$ cat config.mk
export PLATFORM = sky130hd
export DESIGN_NAME = serial_in
export DESIGN_NICKNAME = d
export VERILOG_FILES = /design/src/rtl/serial_in.sv
export SDC_FILE = /design/constraint.sdc
export NUM_CORES = 1
export LEC_CHECK = 0
export CORE_MARGIN = 2
export CORE_UTILIZATION = 40
export DETAILED_ROUTE_END_ITERATION = 8
export PLACE_DENSITY_LB_ADDON = 0.2
export SLEW_MARGIN = 20
export SYNTH_ARGS = -nofsm -noshare
export SYNTH_HDL_FRONTEND = slang
export SYNTH_SLANG_ARGS = --single-unit
$ cat constraint.sdc
create_clock -name i_clock -period 2.5 [get_ports i_clock]
set_input_delay 0.625 -clock i_clock [delete_from_list [all_inputs] [get_ports i_clock]]
set_output_delay 0.625 -clock i_clock [all_outputs]
set_load 0.02 [all_outputs]
$ cat src/rtl/serial_in.sv
// UART receiver: 8N1, LSB first, DDS-generated 16x sample tick, 3-sample majority
// vote per bit, writes each good byte into a downstream FIFO with one-clock pulses.
module serial_in #(
    parameter int unsigned CLOCK      = 56842105,
    parameter int unsigned BAUD_RATE  = 115200,
    parameter int unsigned OVERSAMPLE = 16
) (
    input  logic       i_clock,
    input  logic       i_reset_n,
    input  logic       i_serial_rx,
    input  logic       i_fifo_full,
    output logic [7:0] o_data,
    output logic       o_fifo_write_req,
    output logic       o_frame_error,
    output logic       o_overrun,
    output logic       o_busy
);
    localparam logic [63:0] INC64 = ((64'd1 << 32) * 64'(BAUD_RATE) * 64'(OVERSAMPLE)) / 64'(CLOCK);
    localparam logic [31:0] INC   = INC64[31:0];

    typedef enum logic [1:0] {IDLE, START, DATA, STOP} state_t;

    state_t      state_q;
    logic [1:0]  sync_q;
    logic [1:0]  valid_q;
    logic        armed_q;
    logic        rx_prev_q;
    logic [31:0] acc_q;
    logic [3:0]  cnt_q;
    logic [2:0]  idx_q;
    logic [7:0]  shreg_q;
    logic [1:0]  samp_q;

    logic [32:0] acc_d;
    logic        tick;
    logic        rx_s;
    logic        maj;

    assign rx_s  = sync_q[1];
    assign acc_d = {1'b0, acc_q} + {1'b0, INC};
    assign tick  = acc_d[32];
    assign maj   = (samp_q[0] & samp_q[1]) | (samp_q[0] & rx_s) | (samp_q[1] & rx_s);
    assign o_busy = (state_q != IDLE);

    // armed_q blocks a start until the real line has been seen high after reset,
    // so a line held low across reset release cannot fake a falling edge.
    always_ff @(posedge i_clock or negedge i_reset_n) begin
        if (!i_reset_n) begin
            state_q          <= IDLE;
            sync_q           <= 2'b11;
            valid_q          <= 2'b00;
            armed_q          <= 1'b0;
            rx_prev_q        <= 1'b1;
            acc_q            <= '0;
            cnt_q            <= '0;
            idx_q            <= '0;
            shreg_q          <= '0;
            samp_q           <= '0;
            o_data           <= 8'h00;
            o_fifo_write_req <= 1'b0;
            o_frame_error    <= 1'b0;
            o_overrun        <= 1'b0;
        end else begin
            sync_q           <= {sync_q[0], i_serial_rx};
            valid_q          <= {valid_q[0], 1'b1};
            armed_q          <= armed_q | (valid_q[1] & rx_s);
            rx_prev_q        <= rx_s;
            acc_q            <= acc_d[31:0];
            o_fifo_write_req <= 1'b0;
            o_frame_error    <= 1'b0;
            o_overrun        <= 1'b0;

            case (state_q)
                IDLE: begin
                    if (armed_q && rx_prev_q && !rx_s) begin
                        state_q <= START;
                        cnt_q   <= '0;
                        idx_q   <= '0;
                    end
                end
                default: begin
                    if (tick) begin
                        cnt_q <= cnt_q + 4'd1;
                        if (cnt_q == 4'd7) samp_q[0] <= rx_s;
                        if (cnt_q == 4'd8) samp_q[1] <= rx_s;
                        if (cnt_q == 4'd9) begin
                            case (state_q)
                                START: if (maj) state_q <= IDLE;
                                DATA:  shreg_q <= {maj, shreg_q[7:1]};
                                STOP: begin
                                    // leave at mid-stop so the next start edge is caught
                                    state_q <= IDLE;
                                    if (!maj) begin
                                        o_frame_error <= 1'b1;
                                    end else if (i_fifo_full) begin
                                        o_overrun <= 1'b1;
                                    end else begin
                                        o_data           <= shreg_q;
                                        o_fifo_write_req <= 1'b1;
                                    end
                                end
                                default: ;
                            endcase
                        end
                        if (cnt_q == 4'd15) begin
                            case (state_q)
                                START: state_q <= DATA;
                                DATA: begin
                                    if (idx_q == 3'd7) state_q <= STOP;
                                    else               idx_q   <= idx_q + 3'd1;
                                end
                                default: ;
                            endcase
                        end
                    end
                end
            endcase
        end
    end
endmodule

==> metrics.txt, run 1 <==
outcome=completed; main flop type after synthesis=dfrtp_1; initial core utilization=40.7%; synthesized area=3100 um2; postcts setup bufs=0; Fillers=710; Worst Path Max Fanout=8; post-CTS sizing=1; Final period util=90.3%; core area=7610 um2; pin count of the biggest net entering global routing=42; Finished Layout Cells=382; total power=2.02 mW; Mapped Nets=263; total CTS buffers=9; most frequent cell after synthesis=dfrtp_1; Cell Rows=32; Die W=92.0 um; TNS Setup=0 ps; via-per-instance ratio=4.82; antenna viol nets, final=0; final count of negative-setup-slack endpoints=0; Achievable Freq=443 MHz; Iter 0 DRT Violations=53; CTS clock-pin slew for the worst setup and hold paths=80 ps; grt ovf=0; fraction of layout cells with a size suffix above 1=17.9%; Tmin final=2260 ps; routability congestion estimate=0.789; number of global-route vias before repair=1808; deepest level of the CTS H-tree=3; Post-CTS Hold Fix Bufs=0; RR Startpoint=acc_q[0]$_DFF_PN0_; CP Depth=8; top sig layer=met4; CP Data Arrival Time=2470 ps; CP peak stage delay=390 ps; actual slew at the worst max-slew pin=540 ps; Root Driver=clkbuf_8; TritonCTS clock tree=yes; ys async rst share=100%; FF+latch count, synth=68; Pins Over Slew Limit=0; placed cell count=366; clk sink count=68; number of vias in the routed layout=1843; number of synthesized flops with an enable pin=0; post-synth top area cell=dfrtp_1; FF-to-FF setup slack=240 ps; final wirelength=4720 um; final worst setup slack=241 ps; multi-input logic area=1320 um2; P&R area growth vs syn=14.3%; final core occ=46.6%; Distinct cells, synth=45; Final Hold Vio Count=0; Final #Nets=290; share of the synthesized area in the top cell type=52.5%; WP buf/inv=1; Max Root-Sink Buffers=2; max_cap viols=0; Worst Skew=10.9 ps; Met2 Wirelength=2150 um; Die Ht=92.0 um; Hold Slack=277 ps; unrepaired setup endpoints after global routing=no; Port Buffer Count=15; Slew headroom=63.8%; worst path cell trace=ha_1 > nand3_2 > a211oi_4 > o211ai_4 > a21oi_4 > and3_1 > buf_4 > mux2_4; Design Area, Final=3540 um2; syn avg cell area=12.5 um2; Post-route DRC=0; GRT Total Usage=12.6%; Critical R2R Capture=shreg_q[6]$_DFFE_PN0P_; total power divided by cell area=569 nW/um2; placed cell areas=3380 um2; worst skew pair latency=340 ps; Place WS=243 ps; Post-Synthesis Cells=248; antenna cell count=0; initial antenna violation count=0; Post-synth top cells=dfrtp_1, nand2_1, xnor2_1; worst min path class=in -> async; yosys warns=0; CP max-delay cell=dfrtp_1; leakage=1.64 nW; Worst VDD drop=0.000247 V; CP delay by family, top=compound AO/OA/AOI/OAI gates; WL/cell=12.4 um; dpl hpwl=3360 um; Setup crit end kind=flip-flop; Worst EP required=2710 ps; global-route wire length before repair=8340 um; met1 WL=2330 um; DR pass1 iterations=4; Reg2Reg Depth=8; crit path kind=reg -> reg; CP Launch Type=flip-flop; Area contributors post-synth=dfrtp_1, mux2_4, xnor2_1, ha_1, nand2_1; I/O pins=16; Register Area=1710 um2; Die ar.=8470 um2; share of the yosys chip area belonging to registers=55.0%; met3 wire length=183 um
[routing by layer]
layer	vias up	track usage, %
li1	903	-
met4	0	4.48
met5	-	0
met3	6	4.03
met2	27	19.3
met1	907	16.9
[cells in the final DEF, fill, tap and decap left out, drive strengths merged, types with 9 or more instances in the layout]
cell and count:
clkdlybuf4s50 13, ha 11, mux2 18, a21oi 10
xor2 10, xnor2 18, dfrtp 65, nand2 26
clkbuf 9, inv 11
[cell type report]
type / count / share of cell area (%)
clock inverters: 7 / 1.24
inverters: 11 / 1.17
clock buffers: 9 / 3.50
well taps: 102 / 3.60
multi-input cells: 165 / 37.3
repair buffers: 20 / 5.12
flip-flops and latches: 68 / 48.1
[logic make-up after synthesis]
kind of cell / synth area share, %
other: 0.121
AO/OA/AOI/OAI: 8.07
AND/OR/NAND/NOR: 11.6
multiplexers: 10.1
adder cells (fa/ha/maj): 4.76
flip-flops: 55.0
XOR/XNOR: 7.91
buffers and inverters: 2.38
[flip-flops by register name (all words and copies together), names as in the netlist, 2 cells and up]
name     flops
acc_q       32
o_data       8
shreg_q      8
cnt_q        4
idx_q        3
samp_q       2
state_q      2
sync_q       2
valid_q      2
[report_power, final]
part / switching [mW] / total, mW / internal (mW)
clock network: 0.413 / 0.766 / 0.353
logic: 0.0727 / 0.113 / 0.0400
registers: 0.0187 / 1.14 / 1.12
total: 0.504 / 2.02 / 1.51
[worst reg2reg max path, delay by kind of cell (launching register included)]
kind / cells / cell delay, ps
AO/OA/AOI/OAI: 3 / 720
flip-flops: 1 / 390
AND/OR/NAND/NOR: 2 / 340
multiplexers: 1 / 310
adder cells (fa/ha/maj): 1 / 210
buffers and inverters: 1 / 190
[how the worst max path moves through the flow]
| stage | startpoint | to | slack, ps |
|---|---|---|---|
| 2_1_floorplan | acc_q[0]$_DFF_PN0_ | o_data[0]$_DFFE_PN0P_ | 420 |
| 3_3_place_gp | acc_q[0]$_DFF_PN0_ | o_data[1]$_DFFE_PN0P_ | 280 |
| 3_5_place_dp | acc_q[0]$_DFF_PN0_ | o_data[7]$_DFFE_PN0P_ | 240 |
| 4_1_cts | state_q[0]$_DFFE_PN0P_ | o_busy | 220 |
| 5_1_grt | acc_q[0]$_DFF_PN0_ | o_data[6]$_DFFE_PN0P_ | 120 |
| 6_report | acc_q[0]$_DFF_PN0_ | shreg_q[6]$_DFFE_PN0P_ | 240 |
(Power assumes the default switching activity.)
==> run 2: changes to the inputs <==
- CORE_ASPECT_RATIO: default -> 0.75
==> metrics.txt, run 2 (synthesized netlist as in run 1, its figures left out) <==
CP max-delay cell=dfrtp_1 (unchanged); final wirelength=4980 um (was 4720 um); core area=7430 um2 (was 7610 um2); crit path capture=idx_q[0]$_DFFE_PN0P_ (was shreg_q[6]$_DFFE_PN0P_); Design Area, Final=3610 um2 (was 3540 um2); worst path cell trace=ha_1 > nand3_2 > a211oi_4 > o211ai_4 > a21oi_4 > buf_4 > and4_1 > mux2i_1 (was ha_1 > nand3_2 > a211oi_4 > o211ai_4 > a21oi_4 > and3_1 > buf_4 > mux2_4); total power divided by cell area=626 nW/um2 (was 569 nW/um2); RR Startpoint=acc_q[0]$_DFF_PN0_ (unchanged); number of global-route vias before repair=1814 (was 1808); placed cell areas=3390 um2 (was 3380 um2); TNS Setup=0 ps (unchanged); Final Hold Vio Count=0 (unchanged); P&R area growth vs syn=16.5% (was 14.3%); final count of negative-setup-slack endpoints=0 (unchanged); Sw Ratio=23.6% (was 25.0%); Tmin final=2300 ps (was 2260 ps); initial core utilization=41.7% (was 40.7%); deepest level of the CTS H-tree=3 (unchanged); postcts setup bufs=0 (unchanged); WL/cell=13.1 um (was 12.4 um); sw power=534 uW (was 504 uW); sequential share of power=50.4% (was 56.4%); Iter 0 DRT Violations=72 (was 53); unrepaired setup endpoints after global routing=no (unchanged); clk sink count=68 (unchanged); dpl hpwl=3450 um (was 3360 um); pin count of the biggest net entering global routing=44 (was 42); outcome=completed (unchanged); number of vias in the routed layout=1830 (was 1843); worst skew pair latency=350 ps (was 340 ps); leakage=1.67 nW (was 1.64 nW); FF-to-FF setup slack=200 ps (was 240 ps); Critical R2R Capture=idx_q[0]$_DFFE_PN0P_ (was shreg_q[6]$_DFFE_PN0P_); CP peak stage delay=410 ps (was 390 ps); Die Ht=80.2 um (was 92.0 um); Post-CTS Hold Fix Bufs=0 (unchanged); GRT Total Usage=13.8% (was 12.6%); Worst VDD drop=0.000397 V (was 0.000247 V); Post-route DRC=0 (unchanged); CP Depth=8 (unchanged); Setup crit end kind=flip-flop (unchanged); CP startpoint=acc_q[0]$_DFF_PN0_ (unchanged); total CTS buffers=9 (unchanged); Worst Skew=13.3 ps (was 10.9 ps); post-CTS sizing=1 (unchanged); antenna cell count=0 (unchanged); initial antenna violation count=0 (unchanged); routability congestion estimate=0.818 (was 0.789); CTS clock-pin slew for the worst setup and hold paths=80 ps (about the same); actual slew at the worst max-slew pin=508 ps (was 540 ps); WP buf/inv=1 (unchanged); Cell Rows=27 (was 32); Clock power frac=44.6% (was 38.0%); I/O pins=16 (unchanged); TritonCTS clock tree=yes (unchanged); Die W=106 um (was 92.0 um); Final #Nets=290 (unchanged); Pint=1.73 mW (was 1.51 mW); commonest cells after routing, fill and taps aside=dfrtp_1, nand2_1, xnor2_1 (unchanged); Die ar.=8480 um2 (was 8470 um2); CP Data Arrival Time=2560 ps (was 2470 ps); register with the most flip-flops=acc_q (unchanged); Slew headroom=66.0% (was 63.8%); Max Root-Sink Buffers=2 (unchanged); Achievable Freq=435 MHz (was 443 MHz); Root Driver=clkbuf_8 (unchanged); final core occ=48.6% (was 46.6%); leading registers by flop count=acc_q: 32 flops, o_data: 8 flops, shreg_q: 8 flops (unchanged); Reg2Reg Depth=8 (unchanged); DR pass1 iterations=4 (unchanged); max reg flops=32 (unchanged); global-route wire length before repair=8900 um (was 8340 um); Port Buffer Count=15 (unchanged); Final period util=92.0% (was 90.3%); grt ovf=0 (unchanged); Pins Over Slew Limit=0 (unchanged); crit path kind=reg -> reg (unchanged); fraction of layout cells with a size suffix above 1=17.9% (unchanged); via-per-instance ratio=4.80 (was 4.82); CP delay by family, top=compound AO/OA/AOI/OAI gates (unchanged); CP Launch Type=flip-flop (unchanged); Worst EP required=2760 ps (was 2710 ps); Worst Path Max Fanout=12 (was 8); worst min path class=in -> async (unchanged); Comb power frac=5.0% (was 5.6%); max_cap viols=0 (unchanged); most common cell after layout, fill and taps aside=dfrtp_1 (unchanged); Fillers=680 (was 710); antenna viol nets, final=0 (unchanged)
-- run 2: cell count changes in the layout (fill, tap and decap cells not counted), sizes merged --
cell and delta:
clkinvlp -1, clkinv -2, inv +1, bufinv +2
-- run 2: metrics by stage --
step	cells	setup slack [ps]	total power [mW]	hold WS (ps)
6_report	381	201	2.26	232
5_1_grt	381	35.3	2.37	262
4_1_cts	381	183	2.29	240
3_5_place_dp	365	224	1.28	342
3_3_place_gp	365	308	1.28	337
2_1_floorplan	248	417	1.22	329
-- run 2: layout make-up --
type | instances | area, um2 | share of cell area [%]
clock buffer | 9 | 124 | 3.43
clock inverter | 7 | 98.8 | 2.74
inverter | 11 | 41.3 | 1.14
multi-input combinational | 165 | 1320 | 36.6
sequential | 68 | 1710 | 47.2
tap | 101 | 126 | 3.50
timing repair buffer | 20 | 194 | 5.37
-- run 2: worst register-to-register path, cell delays in order, from the launching register on --
cell      delay, ps
dfrtp_1         410
ha_1            220
nand3_2         150
a211oi_4        330
o211ai_4        170
a21oi_4         190
buf_4           200
and4_1          320
mux2i_1         220
-- run 2: worst min-delay path by stage --
| stage | start | to | depth (start not counted) |
|---|---|---|---|
| after floorplan | i_reset_n | acc_q[0]$_DFF_PN0_ | 0 |
| after global placement | valid_q[0]$_DFF_PN0_ | valid_q[1]$_DFF_PN0_ | 0 |
| after detailed placement | valid_q[0]$_DFF_PN0_ | valid_q[1]$_DFF_PN0_ | 0 |
| after CTS | i_reset_n | acc_q[7]$_DFF_PN0_ | 1 |
| after global routing | i_reset_n | acc_q[13]$_DFF_PN0_ | 1 |
| final | i_reset_n | acc_q[8]$_DFF_PN0_ | 1 |
-- run 2: metal layers --
layer | GRT usage (%) | vias up | routed length, um
li1 | - | 902 | -
met1 | 20.0 | 886 | 2770
met2 | 18.5 | 32 | 1910
met3 | 4.55 | 10 | 212
met4 | 6.32 | 0 | 96
met5 | 0 | - | 0
-- run 2: power groups by stage --
stage	combinational (mW)	clock (mW)	sequential (mW)
floorplan	0.0648	0	1.15
global placement	0.120	0	1.16
detailed placement	0.120	0	1.16
CTS	0.117	1.04	1.14
global route	0.138	1.09	1.14
finish	0.112	1.01	1.14
